File: src/rtl/uart_rx_fifo_pkg.sv
// Shared definitions for the UART receive path: byte width and the stored frame layout.
package uart_pkg;

    localparam int unsigned UART_DATA_W = 8;
    localparam int unsigned PAR_ERR_BIT = UART_DATA_W;
    localparam int unsigned STP_ERR_BIT = UART_DATA_W + 1;
    localparam int unsigned FRAME_W     = UART_DATA_W + 2;

    typedef struct packed {
        logic                   stp_err;
        logic                   par_err;
        logic [UART_DATA_W-1:0] data;
    } frame_t;

endpackage

File: src/rtl/uart_rx_fifo_core.sv
// Generic synchronous FIFO with first-word-fall-through read; the head word reads as zero while empty.
module sync_fifo_core #(
    parameter int unsigned WIDTH = 10,
    parameter int unsigned DEPTH = 8
) (
    input  logic                     clk_i,
    input  logic                     rst_i,
    input  logic                     wr_en_i,
    input  logic [WIDTH-1:0]         wr_data_i,
    input  logic                     rd_en_i,
    output logic [WIDTH-1:0]         rd_data_o,
    output logic                     empty_o,
    output logic                     full_o,
    output logic [$clog2(DEPTH):0]   count_o
);

    localparam int unsigned AW = $clog2(DEPTH);
    localparam logic [AW:0] DEPTH_C = (AW + 1)'(DEPTH);

    logic [WIDTH-1:0] mem_q [DEPTH];
    logic [AW-1:0]    wr_ptr_q, wr_ptr_d;
    logic [AW-1:0]    rd_ptr_q, rd_ptr_d;
    logic [AW:0]      count_q, count_d;
    logic             empty_q, full_q;
    logic             do_wr, do_rd;

    // A pop in the same cycle frees the slot a write into a full FIFO needs.
    always_comb begin
        do_rd    = rd_en_i & ~empty_q;
        do_wr    = wr_en_i & (~full_q | do_rd);
        wr_ptr_d = wr_ptr_q;
        rd_ptr_d = rd_ptr_q;
        count_d  = count_q;
        if (do_wr) begin
            wr_ptr_d = wr_ptr_q + 1'b1;
        end
        if (do_rd) begin
            rd_ptr_d = rd_ptr_q + 1'b1;
        end
        case ({do_wr, do_rd})
            2'b10:   count_d = count_q + 1'b1;
            2'b01:   count_d = count_q - 1'b1;
            default: count_d = count_q;
        endcase
    end

    always_ff @(posedge clk_i) begin
        if (rst_i) begin
            wr_ptr_q <= '0;
            rd_ptr_q <= '0;
            count_q  <= '0;
            empty_q  <= 1'b1;
            full_q   <= 1'b0;
        end else begin
            wr_ptr_q <= wr_ptr_d;
            rd_ptr_q <= rd_ptr_d;
            count_q  <= count_d;
            empty_q  <= (count_d == '0);
            full_q   <= (count_d == DEPTH_C);
        end
    end

    always_ff @(posedge clk_i) begin
        if (!rst_i && do_wr) begin
            mem_q[wr_ptr_q] <= wr_data_i;
        end
    end

    assign rd_data_o = empty_q ? '0 : mem_q[rd_ptr_q];
    assign empty_o   = empty_q;
    assign full_o    = full_q;
    assign count_o   = count_q;

endmodule

File: src/rtl/uart_rx_fifo.sv
// UART receive frame buffer: edge-detected capture of byte plus error flags, optional error-frame drop,
// sticky overflow and a saturating error counter around a FWFT FIFO.
module uart_rx_fifo
    import uart_pkg::*;
#(
    parameter int unsigned DEPTH    = 8,
    parameter int unsigned DROP_ERR = 0,
    parameter int unsigned CNT_W    = 8
) (
    input  logic                   clk,
    input  logic                   rst,
    input  logic [7:0]             P_DATA,
    input  logic                   data_valid,
    input  logic                   par_err,
    input  logic                   stp_err,
    input  logic                   rd_en,
    input  logic                   ovf_clr,
    input  logic                   err_cnt_clr,
    output logic [7:0]             rd_data,
    output logic                   rd_par_err,
    output logic                   rd_stp_err,
    output logic                   empty,
    output logic                   full,
    output logic [$clog2(DEPTH):0] count,
    output logic                   overflow
    ,
    output logic [CNT_W-1:0]       err_cnt
);

    logic             data_valid_q;
    logic             overflow_q, overflow_d;
    logic [CNT_W-1:0] err_cnt_q, err_cnt_d;
    logic             push, err, wr_req, lost;
    frame_t           wr_frame, head;
    logic             fifo_full, fifo_empty;

    always_comb begin
        push     = data_valid & ~data_valid_q;
        err      = push & (par_err | stp_err);
        wr_req   = push & ~((DROP_ERR != 0) & err);
        // Full implies non-empty, so any rd_en alongside a full push makes room.
        lost     = wr_req & fifo_full & ~rd_en;

        wr_frame         = '0;
        wr_frame.stp_err = stp_err;
        wr_frame.par_err = par_err;
        wr_frame.data    = P_DATA;

        overflow_d = overflow_q;
        if (lost) begin
            overflow_d = 1'b1;
        end else if (ovf_clr) begin
            overflow_d = 1'b0;
        end

        err_cnt_d = err_cnt_q;
        if (err_cnt_clr) begin
            err_cnt_d = '0;
        end else if (err && (err_cnt_q != '1)) begin
            err_cnt_d = err_cnt_q + 1'b1;
        end
    end

    always_ff @(posedge clk) begin
        if (rst) begin
            data_valid_q <= 1'b0;
            overflow_q   <= 1'b0;
            err_cnt_q    <= '0;
        end else begin
            data_valid_q <= data_valid;
            overflow_q   <= overflow_d;
            err_cnt_q    <= err_cnt_d;
        end
    end

    sync_fifo_core #(
        .WIDTH (FRAME_W),
        .DEPTH (DEPTH)
    ) u_core (
        .clk_i     (clk),
        .rst_i     (rst),
        .wr_en_i   (wr_req),
        .wr_data_i (wr_frame),
        .rd_en_i   (rd_en),
        .rd_data_o (head),
        .empty_o   (fifo_empty),
        .full_o    (fifo_full),
        .count_o   (count)
    );

    assign rd_data    = head.data;
    assign rd_par_err = head.par_err;
    assign rd_stp_err = head.stp_err;
    assign empty      = fifo_empty;
    assign full       = fifo_full;
    assign overflow   = overflow_q;
    assign err_cnt    = err_cnt_q;

endmodule

File: config.mk
export PLATFORM = sky130hd
export DESIGN_NAME = uart_rx_fifo
export DESIGN_NICKNAME = d
export VERILOG_FILES = /design/src/rtl/uart_rx_fifo_pkg.sv /design/src/rtl/uart_rx_fifo_core.sv /design/src/rtl/uart_rx_fifo.sv
export SDC_FILE = /design/constraint.sdc
export NUM_CORES = 1
export LEC_CHECK = 0
export CORE_ASPECT_RATIO = 1.75
export CORE_MARGIN = 3
export CORE_UTILIZATION = 63
export CTS_BUF_LIST = sky130_fd_sc_hd__clkbuf_8
export DETAILED_ROUTE_END_ITERATION = 10
export PLACE_DENSITY = 0.87
export SLEW_MARGIN = 5
export SYNTH_ARGS = -nofsm -noshare
export SYNTH_HDL_FRONTEND = slang
export SYNTH_HIERARCHICAL = 1
export SYNTH_SLANG_ARGS = --single-unit
File: constraint.sdc
create_clock -name clk -period 7.8 [get_ports clk]
set_input_delay 1.95 -clock clk [delete_from_list [all_inputs] [get_ports clk]]
set_output_delay 1.95 -clock clk [all_outputs]
set_load 0.03 [all_outputs]
Yosys cells after proc, flatten, opt, wreduce, memory -nomap -nowiden

Memories as Yosys holds them, arrays and structs flattened. A register that Yosys moved wholly into a read port is not among the register bits.
Cells that the tools add are included.
Widths: inputs -> output; s select.

Divide/modulo/power cells: 0
Bitwise gates (word level): 12
Shift-type cells: 0
Multiply operators: 0
Equality and inequality tests: 4
Add/sub/neg operators: 5
$lt $le $gt $ge: 0
Reduce and logical (&&, ||, !) cells: 6
Multiplexer cells: 8

Operator list:

| cell                | count |
|---|---|
| $mux 10             | 1 |
| $add 8x1->8 const B | 1 |
| $ne 8x8->1 const B  | 1 |
| $pmux 4 s2          | 1 |
| $add 3x1->3 const B | 2 |
| $and 1x1->1         | 6 |
| $mux 3              | 2 |
| $add 4x1->4 const B | 1 |
| $eq 4x4->1 const B  | 1 |
| $logic_not 4->1     | 1 |
| $mux 1              | 4 |
| $not 1->1           | 4 |
| $sub 4x1->4 const B | 1 |
| $eq 2x1->1 const B  | 1 |
| $eq 2x2->1 const B  | 1 |
| $logic_and 1x1->1   | 2 |
| $or 1x1->1          | 2 |
| $reduce_bool 2->1   | 1 |
| $reduce_or 2->1     | 1 |
| $logic_not 1->1     | 1 |

Output and inout port bits: 25
Memory bits (writable): 80
Logic and storage cells: 44
Input port bits: 16
Memories: 1
Latch bits: 0
Bits in registers: 22
Bits in read-only memories: 0

Memory list:

| memory       | depth | bits a word | rd ports | clocked after memory_dff | wr ports | RTL line                | text |
|---|---|---|---|---|---|---|---|
| u_core.mem_q | 8     | 10          | 1        | 1                        | 1        | uart_rx_fifo_core.sv:20 | `logic [WIDTH-1:0] mem_q [DEPTH];` |

Depth between registers and ports, before layout

Gate-level depths: netlist (run 1).

Depth after elaboration: 7
Mapped depth: 12
Mapped depth without buffers: 12

Cells and area by module

The synthesis (run 1) kept the hierarchy.

By module, submodules not included:

| module         | sequential area each (sq um) | area each (sq um) | times used | cells an instance |
|---|---|---|---|---|
| sync_fifo_core | 2702.6                       | 3743.6            | 1          | 209 |
| uart_rx_fifo   | 200.2                        | 506.7             | 1          | 55 |

Worst setup path before layout (run 1)

No wires, ideal clock.

Path type: input to register
From: input rd_en
To: register u_core.full_q, in the netlist u_core/full_o
Required time: 7.709 ns
Path buffers: 1
Data arrival time: 3.964 ns
Slack: 3.745 ns
Setup time: 0.091 ns
Cell stages on the path: 12
Cells stage by stage: nor2b_1 -> clkbuf_1 -> o21a_1 -> inv_1 -> ha_1 -> xor2_1 -> ha_1 -> a21oi_1 -> xor2_1 -> nor2_1 -> xnor2_1 -> nor4bb_1

Cells in the longest elaborated chain, start to end: 6
Elaborated cells on any way between the ends: 7
Those cells by class: eq/ne: 3; mux: 1; bitwise: 3

RTL lines:

| element                                  | RTL line                | text |
|---|---|---|
| from (decl)                              | uart_rx_fifo.sv:16      | `input logic rd_en,` |
| $and 1x1->1 (*)                          | uart_rx_fifo_core.sv:29 | `do_rd = rd_en_i & ~empty_q;` |
| net u_core.do_rd                         | uart_rx_fifo_core.sv:25 | `logic do_wr, do_rd;` |
| $or 1x1->1                               | uart_rx_fifo_core.sv:30 | `do_wr = wr_en_i & (~full_q \| do_rd);` |
| $and 1x1->1                              | uart_rx_fifo_core.sv:30 |  |
| $eq 2x1->1 or $eq 2x2->1 (tied branches) | uart_rx_fifo_core.sv:40 | `case ({do_wr, do_rd})` |
| $pmux 4 s2 (*)                           | uart_rx_fifo_core.sv:40 |  |
| $eq 4x4->1 (*)                           | uart_rx_fifo_core.sv:59 | `full_q <= (count_d == DEPTH_C);` |
| to (signal assigned)                     | uart_rx_fifo_core.sv:59 |  |
| to (decl)                                | uart_rx_fifo_core.sv:24 | `logic empty_q, full_q;` |

The timed path passes the listed nets; every way through them passes the cells marked *.
A chain may end at the register's enable or synchronous reset.

Worst setup path in the final report (run 1)

From: input rd_en
To: register u_core.full_q, in the netlist u_core/full_o

Cells in the longest elaborated chain, start to end: 6
Elaborated cells on any way between the ends: 7
Those cells by class: eq/ne: 3; mux: 1; bitwise: 3

RTL lines:

| element                                  | RTL line |
|---|---|
| $and 1x1->1 (*)                          | uart_rx_fifo_core.sv:29 |
| $or 1x1->1                               | uart_rx_fifo_core.sv:30 |
| $and 1x1->1                              | uart_rx_fifo_core.sv:30 |
| $eq 2x1->1 or $eq 2x2->1 (tied branches) | uart_rx_fifo_core.sv:40 |
| $pmux 4 s2 (*)                           | uart_rx_fifo_core.sv:40 |
| $eq 4x4->1 (*)                           | uart_rx_fifo_core.sv:59 |

Every way passes the cells marked *; elsewhere a longest branch is shown, timed or not.

==> summary.md, run 1 <==
| Metric | Value |
|---|---|
| WP data required | `8.07 ns` |
| Initial antenna violation count | `0` |
| Share of async-settable or async-resettable flops after synthesis | `0%` |
| Final #Nets | `around 330` |
| Filler instances | `410` |
| Max VDD drop | `0.000215 V` |
| Ys Warns | `6` |
| Largest net degree at the start of global routing | `21` |
| Max Cap Violations | `0` |
| Post-Synth XOR/XNOR Area | `just over 2%` |
| Number of global-route vias before repair | `about 2300` |
| Worst Max-Slew Pin Slew | `1.13 ns` |
| Share of cells above drive strength 1 | `approximately 15%` |
| Mapped Cells | `~260` |
| Core area | `0.00654 mm^2` |
| Headroom to the max-slew limit | `approximately a quarter` |
| Area overhead of the layout relative to synthesis | `16.5%` |
| Most frequent cells after synthesis | `edfxtp_1, nor2_1, dfxtp_1` |
| Type of origin of the critical path | `input port` |
| Initial core utilization | `~65%` |
| Hold WC Path Type | `reg2reg` |
| Yosys reg bits | `between 100 and 150` |
| Cell area power density | `roughly 260 mW/mm^2` |
| CTS tree | `done` |
| Cell variety after synth | `44` |
| Fin worst setup slack | `between 3 and 4 ns` |
| Most used DFF post-synth | `edfxtp_1` |
| Arrival time at the worst endpoint | `between 4 and 5 ns` |
| Clk root buf | `clkbuf_8` |
| Compound-cell area share of the yosys netlist | `3.53%` |
| Critical path class | `in2reg` |
| Final Hold Fails | `0` |
| Hold_ws | `0.483 ns` |
| Tcrit/Tclk final | `roughly three fifths` |
| Overall power | `approximately 1.3 mW` |
| Max FO, Critical Path | `7` |
| Final setup fails | `0` |
| Synth top area cells | `edfxtp_1, dfxtp_1, mux4_2, mux2i_1, nor2_1` |
| DRT antenna net count | `0` |
| Adder-Cell Fraction of Synth Area | `around 1.8%` |
| Hold-fix buffers at CTS | `0` |
| GRT overflow | `0` |
| Syn Area/Cell | `about 16 um^2` |
| H-tree depth | `3` |
| Simple-gate share of the synthesized area | `under 10%` |
| Post-synth EDFFs | `80` |
| Finished Layout Cells | `397` |
| Die height | `roughly 110 um` |
| Tot GR Track Use | `about 22%` |
| Mux cell area share after synthesis | `approximately 14%` |
| CTS buffer count | `9` |
| Synth area leader | `edfxtp_1` |
| DR iter-0 viols | `between 100 and 150` |
| Crit. End Element | `flip-flop` |
| Pre-antenna DRT Iters | `4` |
| Cells after DPL | `~380` |
| Post-synth top area share | `56.5%` |
| Status | `finished clean` |
| Diode count | `0` |
| # rows | `39` |
| Post-route DRC | `0` |
| WL/cell | `between 15 and 20 um` |
| Post-cts resize count | `0` |
| Die Width | `68.1 um` |
| GP Congestion | `between 0.7 and 0.8` |
| Sequential element share of the synthesized area | `68.3%` |
| LEAKAGE | `around 1.6 nW` |
| First-pass GRT wire length | `~12000 um` |
| Clock skew | `approximately 0.0087 ns` |
| IO Count | `roughly 40` |
| Worst skew pair latency | `~0.36 ns` |
| Setup Buffers After CTS | `0` |
| Netlist area before placement | `between 0.004 and 0.005 mm^2` |
| Most instantiated library cell after synthesis | `edfxtp_1` |
| Final Max Tran Viols | `0` |
| Flop2flop setup slack | `approximately 4.7 ns` |
| DR vias/cell | `5.79` |
| Max Fclk | `about 220 MHz` |
| Setup slack after placement | `approximately 3 ns` |
| Setup TNS Final | `0 ns` |
| Port bufs | `40` |
| CTS clk-pin slew, worst paths | `0.09 ns` |
| Final wirelength | `between 7000 and 8000 um` |
| Synthesized Nets | `286` |
| Main combinational cell family by area after synthesis | `multiplexers` |
| Die area | `~0.0078 mm^2` |
| Total number of vias | `2299` |
| Dpl hpwl | `roughly 5000 um` |
| Clock Sinks | `approximately 110` |
| RSZ-0062 raised after global routing | `false` |
| Clock Tree Buf Depth | `2` |
| Clock period minus worst slack | `4.58 ns` |
## registers in the layout (all words and copies together) (netlist names), named ones only
register         count
u_core/empty_o       1
u_core/full_o        1
u_core/wr_ptr_q      3
overflow             1
err_cnt              8
u_core/count_o       4
u_core/mem_q        80
data_valid_q         1
u_core/rd_ptr_q      3
## critical path, cell delays in order
cell and delay [ns]:
clkdlybuf4s50_1 0.46, nor2b_1 0.47, o21a_1 0.28, inv_1 0.16, ha_1 0.30, xor2_1 0.19, ha_1 0.19, a21oi_1 0.14
xor2_1 0.16, nor2_1 0.07, xnor2_1 0.25, nor4bb_1 0.23
## power breakdown
part           switching [mW]  internal (mW)  leakage, nW
clock network           0.162          0.177        0.102
registers              0.0323          0.623        0.925
logic                   0.147          0.135        0.571
## metrics by stage
stage / util [%] / area, um^2
3_5_place_dp: 72.5 / 4740
2_1_floorplan: - / 4250
3_3_place_gp: 72.5 / 4740
5_1_grt: 75.7 / 4950
4_1_cts: 75.7 / 4950
6_report: 75.7 / 4950
## layout by cell type, fill, tap and decap left out, types with 2 or more instances in the layout
| cell type | synthesis | layout |
|---|---|---|
| edfxtp_1 | 80 | 80 |
| clkdlybuf4s50_1 | 0 | 40 |
| nor2_1 | 33 | 33 |
| dfxtp_1 | 25 | 25 |
| mux4_2 | 20 | 20 |
| mux2i_1 | 13 | 13 |
| nand2_1 | 9 | 9 |
| clkbuf_8 | 0 | 9 |
| a21oi_1 | 8 | 8 |
| inv_1 | 6 | 7 |
| nor3_1 | 6 | 6 |
| ha_1 | 6 | 6 |
| xnor2_1 | 5 | 5 |
| xor2_1 | 5 | 5 |
| buf_4 | 1 | 5 |
| nor2b_1 | 4 | 4 |
| nand3_1 | 4 | 4 |
| a31oi_1 | 3 | 3 |
| nand3b_1 | 2 | 2 |
| o21a_1 | 2 | 2 |
| bufinv_16 | 0 | 2 |
| clkinvlp_4 | 0 | 2 |
| clkinv_1 | 0 | 2 |
| or3_1 | 2 | 2 |
## logic make-up after synthesis
family	after synthesis
AOI/OAI and AO/OA	20
xor gates and xnor gates	10
adders and majority gates	6
buffers and inverters	16
DFF	105
muxes	33
and+or+nand+nor	74
## per-layer routing
metal	track usage, %	vias up	part of all wire (%)	wire length [um]
met5	0	-	0	0
met4	8.90	0	1.7	129
met3	5.70	12	3.9	289
met2	37.2	64	56	4210
met1	25.1	1130	38	2840
li1	-	1093	-	-
## worst paths after layout
| check | start | endpoint | depth (start not counted) |
|---|---|---|---|
| setup / recovery | rd_en | u_core/full_o$_SDFF_PP0_ | 12 |
| hold / removal | overflow$_SDFFE_PP0P_ | overflow$_SDFFE_PP0P_ | 2 |
| setup reg to reg | u_core/empty_o$_SDFF_PP1_ | u_core/full_o$_SDFF_PP0_ | 11 |
| hold reg to reg | overflow$_SDFFE_PP0P_ | overflow$_SDFFE_PP0P_ | 2 |
## area by class of cell
| class | instances | area [um^2] | share of cell area, % |
|---|---|---|---|
| Multi-Input combinational cell | 143 | 1270 | 25.7 |
| Sequential cell | 105 | 2900 | 58.6 |
| Clock inverter | 7 | 86.3 | 1.74 |
| Timing Repair Buffer | 45 | 438 | 8.85 |
| Tap cell | 82 | 103 | 2.07 |
| Clock buffer | 9 | 124 | 2.50 |
| Inverter | 6 | 22.5 | 0.455 |
Power figures use the tool's default switching activity.
==> inputs of run 2 (changes only) <==
--- a/config.mk
+++ b/config.mk
@@ -7,10 +7,10 @@
 export LEC_CHECK = 0
 export CORE_ASPECT_RATIO = 1.75
 export CORE_MARGIN = 3
-export CORE_UTILIZATION = 63
+export CORE_UTILIZATION = 59
 export CTS_BUF_LIST = sky130_fd_sc_hd__clkbuf_8
 export DETAILED_ROUTE_END_ITERATION = 10
-export PLACE_DENSITY = 0.87
+export PLACE_DENSITY = 0.82
 export SLEW_MARGIN = 5
 export SYNTH_ARGS = -nofsm -noshare
 export SYNTH_HDL_FRONTEND = slang
==> constraint.sdc (replaced) <==
create_clock -name clk -period 4.6 [get_ports clk]
set_input_delay 1.15 -clock clk [delete_from_list [all_inputs] [get_ports clk]]
set_output_delay 1.15 -clock clk [all_outputs]
set_load 0.03 [all_outputs]
==> summary.md, run 2 (synthesis gave the netlist of run 1 again) <==
| Metric | Value |
|---|---|
| Status | `finished clean` |
| RSZ-0062 raised after global routing | `false` |
| DR vias/cell | `5.73 (-0.99%)` |
| CTS buffer count | `9 (unchanged)` |
| Filler instances | `461 (+12%)` |
| Type of origin of the critical path | `flip-flop` |
| Max VDD drop | `0.000344 V (+60%)` |
| # rows | `40 (+2.6%)` |
| Die height | `118 um (+3.2%)` |
| Worst skew pair latency | `0.35 ns (about the same)` |
| Number of global-route vias before repair | `2389 (+2.4%)` |
| Initial core utilization | `61.1% (-3.9 points)` |
| CTS clk-pin slew, worst paths | `0.09 ns (about the same)` |
| Final setup fails | `0 (unchanged)` |
| WL/cell | `18.0 um (-4.0%)` |
| Clk root buf | `clkbuf_8` |
| Clock period minus worst slack | `approximately 3.6 ns` |
| Port bufs | `40 (unchanged)` |
| IO Count | `41 (unchanged)` |
| Tcrit/Tclk final | `77.7%` |
| Tot GR Track Use | `19.3% (-2.4 points)` |
| LEAKAGE | `1.63 nW (+1.8%)` |
| Cell area power density | `424 mW/mm^2 (+65%)` |
| Overall power | `2.11 mW (+65%)` |
| Finished Layout Cells | `405 (+2.0%)` |
| Setup slack after placement | `0.691 ns (-2.23 ns)` |
| Critical path class | `reg2out` |
| DR iter-0 viols | `149 (+15%)` |
| Clock skew | `0.00448 ns (-0.00421 ns)` |
| Setup TNS Final | `0 ns (unchanged)` |
| Largest net degree at the start of global routing | `21 (unchanged)` |
| Worst Max-Slew Pin Slew | `0.672 ns (-0.461 ns)` |
| Dpl hpwl | `4900 um (-2.0%)` |
| Max FO, Critical Path | `20 (+13)` |
| Max Cap Violations | `0 (unchanged)` |
| Headroom to the max-slew limit | `55.2% (+31 points)` |
| Final Max Tran Viols | `0 (unchanged)` |
| Hold_ws | `0.484 ns (+0.00106 ns)` |
| Clock Tree Buf Depth | `2 (unchanged)` |
| Layout Utilization | `71.5% (-4.2 points)` |
| Hold WC Path Type | `reg2reg` |
| Arrival time at the worst endpoint | `2.42 ns (-2.43 ns)` |
| Max Fclk | `280 MHz` |
| Total number of vias | `2322 (+1.0%)` |
| Cells along the critical path | `buf_4, mux4_2, mux2i_1, nor2_1, clkdlybuf4s50_1` |
| Crit. End Element | `primary output` |
| Clock Sinks | `105 (unchanged)` |
| First-pass GRT wire length | `12000 um (+3.1%)` |
| Final Hold Fails | `0 (unchanged)` |
| Final wirelength | `7310 um (-2.1%)` |
| CTS tree | `done` |
| Initial antenna violation count | `0 (unchanged)` |
| Placed Area | `0.00479 mm^2 (+1.0%)` |
| Post-cts resize count | `0 (unchanged)` |
| H-tree depth | `3 (unchanged)` |
| Final #Nets | `338 (+1.8%)` |
| WP data required | `3.45 ns (-4.62 ns)` |
| DRT antenna net count | `0 (unchanged)` |
| Core area | `0.00696 mm^2 (+6.4%)` |
| Largest Register | `u_core/mem_q` |
| Pre-antenna DRT Iters | `5 (+1)` |
| Number of flip-flops in the largest register | `80 (unchanged)` |
| Fin worst setup slack | `1.03 ns (-2.19 ns)` |
| Share of cells above drive strength 1 | `17.1% (+1.9 points)` |
| Hold-fix buffers at CTS | `0 (unchanged)` |
| Post-route DRC | `0 (unchanged)` |
| Setup Buffers After CTS | `0 (unchanged)` |
| Slowest cell delay on critical path | `0.61 ns (+0.14 ns)` |
| Die Width | `70.2 um (+3.0%)` |
| Design Area, Final | `0.00497 mm^2 (+0.45%)` |
| Area overhead of the layout relative to synthesis | `17.0%` |
| Die area | `0.00830 mm^2 (+6.3%)` |
| Commonest non-fill, non-tap cell in the layout | `edfxtp_1` |
| GP Congestion | `0.759 (+4.0%)` |
| Diode count | `0 (unchanged)` |
| GRT overflow | `0 (unchanged)` |
| Worst path slowest cell | `clkdlybuf4s50_1` |
| Cells after DPL | `389 (+2.1%)` |
| Most frequent cells in the layout | `edfxtp_1, clkdlybuf4s50_1, nor2_1` |
-- run 2: cell type report --
| type | count | area, um^2 | area share (%) |
|---|---|---|---|
| repair buffers | 51 | 483 | 9.71 |
| multi-input cells | 143 | 1270 | 25.6 |
| flip-flops and latches | 105 | 2900 | 58.4 |
| well taps | 84 | 105 | 2.11 |
| clock inverters | 7 | 61.3 | 1.23 |
| clock buffers | 9 | 124 | 2.49 |
| inverters | 6 | 22.5 | 0.453 |
-- run 2: metal layers --
layer	routed length (um)	up-vias	GRT usage, %
met3	303	11	3.32
met5	0	-	0
met1	2770	1148	22.7
li1	-	1107	-
met4	157	0	8.03
met2	4080	56	34.3
-- run 2: worst paths after layout --
| check | startpoint | to | slack [ns] | depth (start not counted) |
|---|---|---|---|---|
| hold reg to reg | overflow$_SDFFE_PP0P_ | overflow$_SDFFE_PP0P_ | 0.48 | 2 |
| setup / recovery | flip-flop | rd_par_err | 1.03 | 5 |
| hold / removal | overflow$_SDFFE_PP0P_ | overflow$_SDFFE_PP0P_ | 0.48 | 2 |
| setup reg to reg | u_core/empty_o$_SDFF_PP1_ | u_core/full_o$_SDFF_PP0_ | 1.68 | 12 |
-- run 2: power by group --
group | internal (mW) | switching (mW) | total, mW
Combinational | 0.232 | 0.249 | 0.481
Clock | 0.246 | 0.278 | 0.524
Sequential | 1.06 | 0.0476 | 1.10
-- run 2: worst max-delay path: cells and delay by family, from the launching register on --
| family | cells | cell delay, ns |
|---|---|---|
| flops | 1 | 0.31 |
| mux | 2 | 0.74 |
| simple gates | 1 | 0.06 |
| buf+inv | 2 | 0.95 |
==> inputs of run 3 (changes only) <==
==> constraint.sdc (replaced) <==
create_clock -name clk -period 3.3 [get_ports clk]
set_input_delay 0.825 -clock clk [delete_from_list [all_inputs] [get_ports clk]]
set_output_delay 0.825 -clock clk [all_outputs]
set_load 0.03 [all_outputs]
==> summary.md, run 3 (synthesis gave the netlist of run 1 again) <==
| Metric | Value |
|---|---|
| Final setup fails | `0 (unchanged)` |
| Dpl hpwl | `5030 um (+2.5%)` |
| Flop2flop setup slack | `0.86 ns (-0.82 ns)` |
| Clock Sinks | `105 (unchanged)` |
| Hold-fix buffers at CTS | `0 (unchanged)` |
| Arrival time at the worst endpoint | `2.28 ns (-0.14 ns)` |
| Clock Power Share | `23.9% (-1.0 points)` |
| Share of cells above drive strength 1 | `18.0% (+0.91 points)` |
| Combinational Power Share | `24.7% (+1.9 points)` |
| Setup Buffers After CTS | `0 (unchanged)` |
| Tcrit/Tclk final | `between 90% and 100%` |
| Fin worst setup slack | `0.193 ns (-0.833 ns)` |
| Worst Max-Slew Pin Slew | `0.471 ns (-0.200 ns)` |
| Number of global-route vias before repair | `2520 (+5.5%)` |
| CTS buffer count | `9 (unchanged)` |
| CTS tree | `done` |
| Max VDD drop | `0.000545 V (+58%)` |
| Tot GR Track Use | `19.6% (+0.31 points)` |
| Diode count | `0 (unchanged)` |
| DRT antenna net count | `0 (unchanged)` |
| LEAKAGE | `1.65 nW (+1.7%)` |
| Post-route DRC | `0 (unchanged)` |
| RSZ-0062 raised after global routing | `false` |
| Hold WC Path Type | `reg2reg` |
| H-tree depth | `3 (unchanged)` |
| Clock Tree Buf Depth | `2 (unchanged)` |
| Initial core utilization | `61.1% (unchanged)` |
| Commonest non-fill, non-tap cell in the layout | `edfxtp_1` |
| Final Hold Fails | `0 (unchanged)` |
| Clk root buf | `clkbuf_8` |
| Pre-antenna DRT Iters | `4 (-1)` |
| Final wirelength | `7240 um (-0.99%)` |
| DR vias/cell | `5.70 (-0.65%)` |
| Largest net degree at the start of global routing | `21 (unchanged)` |
| Max Cap Violations | `0 (unchanged)` |
| Largest Register | `u_core/mem_q` |
| Headroom to the max-slew limit | `68.6% (+13 points)` |
| Most frequent cells in the layout | `edfxtp_1, clkdlybuf4s50_1, nor2_1` |
| Max Fclk | `between 300 and 400 MHz` |
| GRT overflow | `0 (unchanged)` |
| Final #Nets | `345 (+2.1%)` |
| Cell area power density | `588 mW/mm^2 (+39%)` |
| IO Count | `41 (unchanged)` |
| Initial antenna violation count | `0 (unchanged)` |
| Post-cts resize count | `0 (unchanged)` |
| Clock skew | `0.00494 ns (+0.000463 ns)` |
| Die Width | `70.2 um (unchanged)` |
| DR iter-0 viols | `105 (-30%)` |
| Die area | `0.00830 mm^2 (unchanged)` |
| Final Max Tran Viols | `0 (unchanged)` |
| CTS clk-pin slew, worst paths | `0.08 ns (about the same)` |
| WL/cell | `17.6 um (-2.4%)` |
| First-pass GRT wire length | `12500 um (+3.4%)` |
| Status | `finished clean` |
| Pint | `2.16 mW (+41%)` |
| Switching power | `798 uW (+39%)` |
| Critical path class | `reg2out` |
| Setup slack after placement | `0.0797 ns (-0.612 ns)` |
| Hold_ws | `0.482 ns (-0.00237 ns)` |
| Core area | `0.00696 mm^2 (unchanged)` |
| Max FO, Critical Path | `20 (unchanged)` |
| Crit. End Element | `primary output` |
| Die height | `118 um (unchanged)` |
| Type of origin of the critical path | `flip-flop` |
| Setup TNS Final | `0 ns (unchanged)` |
| Clock period minus worst slack | `a little over 3 ns` |
| Worst skew pair latency | `0.35 ns (about the same)` |
| Reg power frac | `51.4% (-0.9 points)` |
| WP data required | `2.47 ns (-0.98 ns)` |
| Number of flip-flops in the largest register | `80 (unchanged)` |
| Port bufs | `40 (unchanged)` |
| # rows | `40 (unchanged)` |
| Total number of vias | `2341 (+0.82%)` |
| Net Sw Frac | `27.0% (-0.27 points)` |
| GP Congestion | `0.700 (-7.7%)` |
| Area overhead of the layout relative to synthesis | `18.3%` |
## run 3: layout make-up
cell class	count	area (um^2)
multi-input cells	143	1270
well taps	84	105
fillers	443	1930
inverters	6	22.5
clock buffers	9	124
flip-flops and latches	105	2900
repair buffers	58	548
clock inverters	6	50.0
## run 3: worst max-delay path, stage by stage, from the launching register on
cell             delay [ns]
dfxtp_1                0.36
buf_12                 0.21
mux4_2                 0.53
mux2i_1                0.17
nor2_1                 0.07
clkdlybuf4s50_1        0.59
## run 3: final timing paths
path                            cells past startpoint                  endpoint                       from
worst max register to register                     12  u_core/full_o$_SDFF_PP0_  u_core/empty_o$_SDFF_PP1_
worst min register to register                      2     overflow$_SDFFE_PP0P_      overflow$_SDFFE_PP0P_
worst min-delay path                                2     overflow$_SDFFE_PP0P_      overflow$_SDFFE_PP0P_
worst max-delay path                                5                rd_data[0]                  flip-flop
## run 3: routing by layer
metal / global-route usage [%] / vias to the layer above / share of wire (%)
met5: 0 / - / 0
met4: 6.95 / 0 / 1.6
met3: 3.83 / 10 / 3.2
met2: 35.4 / 44 / 56
met1: 22.8 / 1169 / 39
li1: - / 1118 / -
## run 3: stage by stage
step	instance area, um^2	utilization [%]	instances	total power [mW]
after CTS	5030	72.2	411	2.99
after global routing	5030	72.2	411	3.10
after floorplan	4250	-	264	2.03
after global placement	4850	69.7	396	2.27
final	5030	72.2	411	2.96
after detailed placement	4850	69.7	396	2.29
## run 3: power by group through the flow
| stage | Combinational, mW | Sequential [mW] | Clock [mW] |
|---|---|---|---|
| 2_1_floorplan | 0.437 | 1.59 | 0 |
| 3_3_place_gp | 0.725 | 1.55 | 0 |
| 3_5_place_dp | 0.742 | 1.55 | 0 |
| 4_1_cts | 0.745 | 1.52 | 0.726 |
| 5_1_grt | 0.801 | 1.53 | 0.776 |
| 6_report | 0.731 | 1.52 | 0.706 |
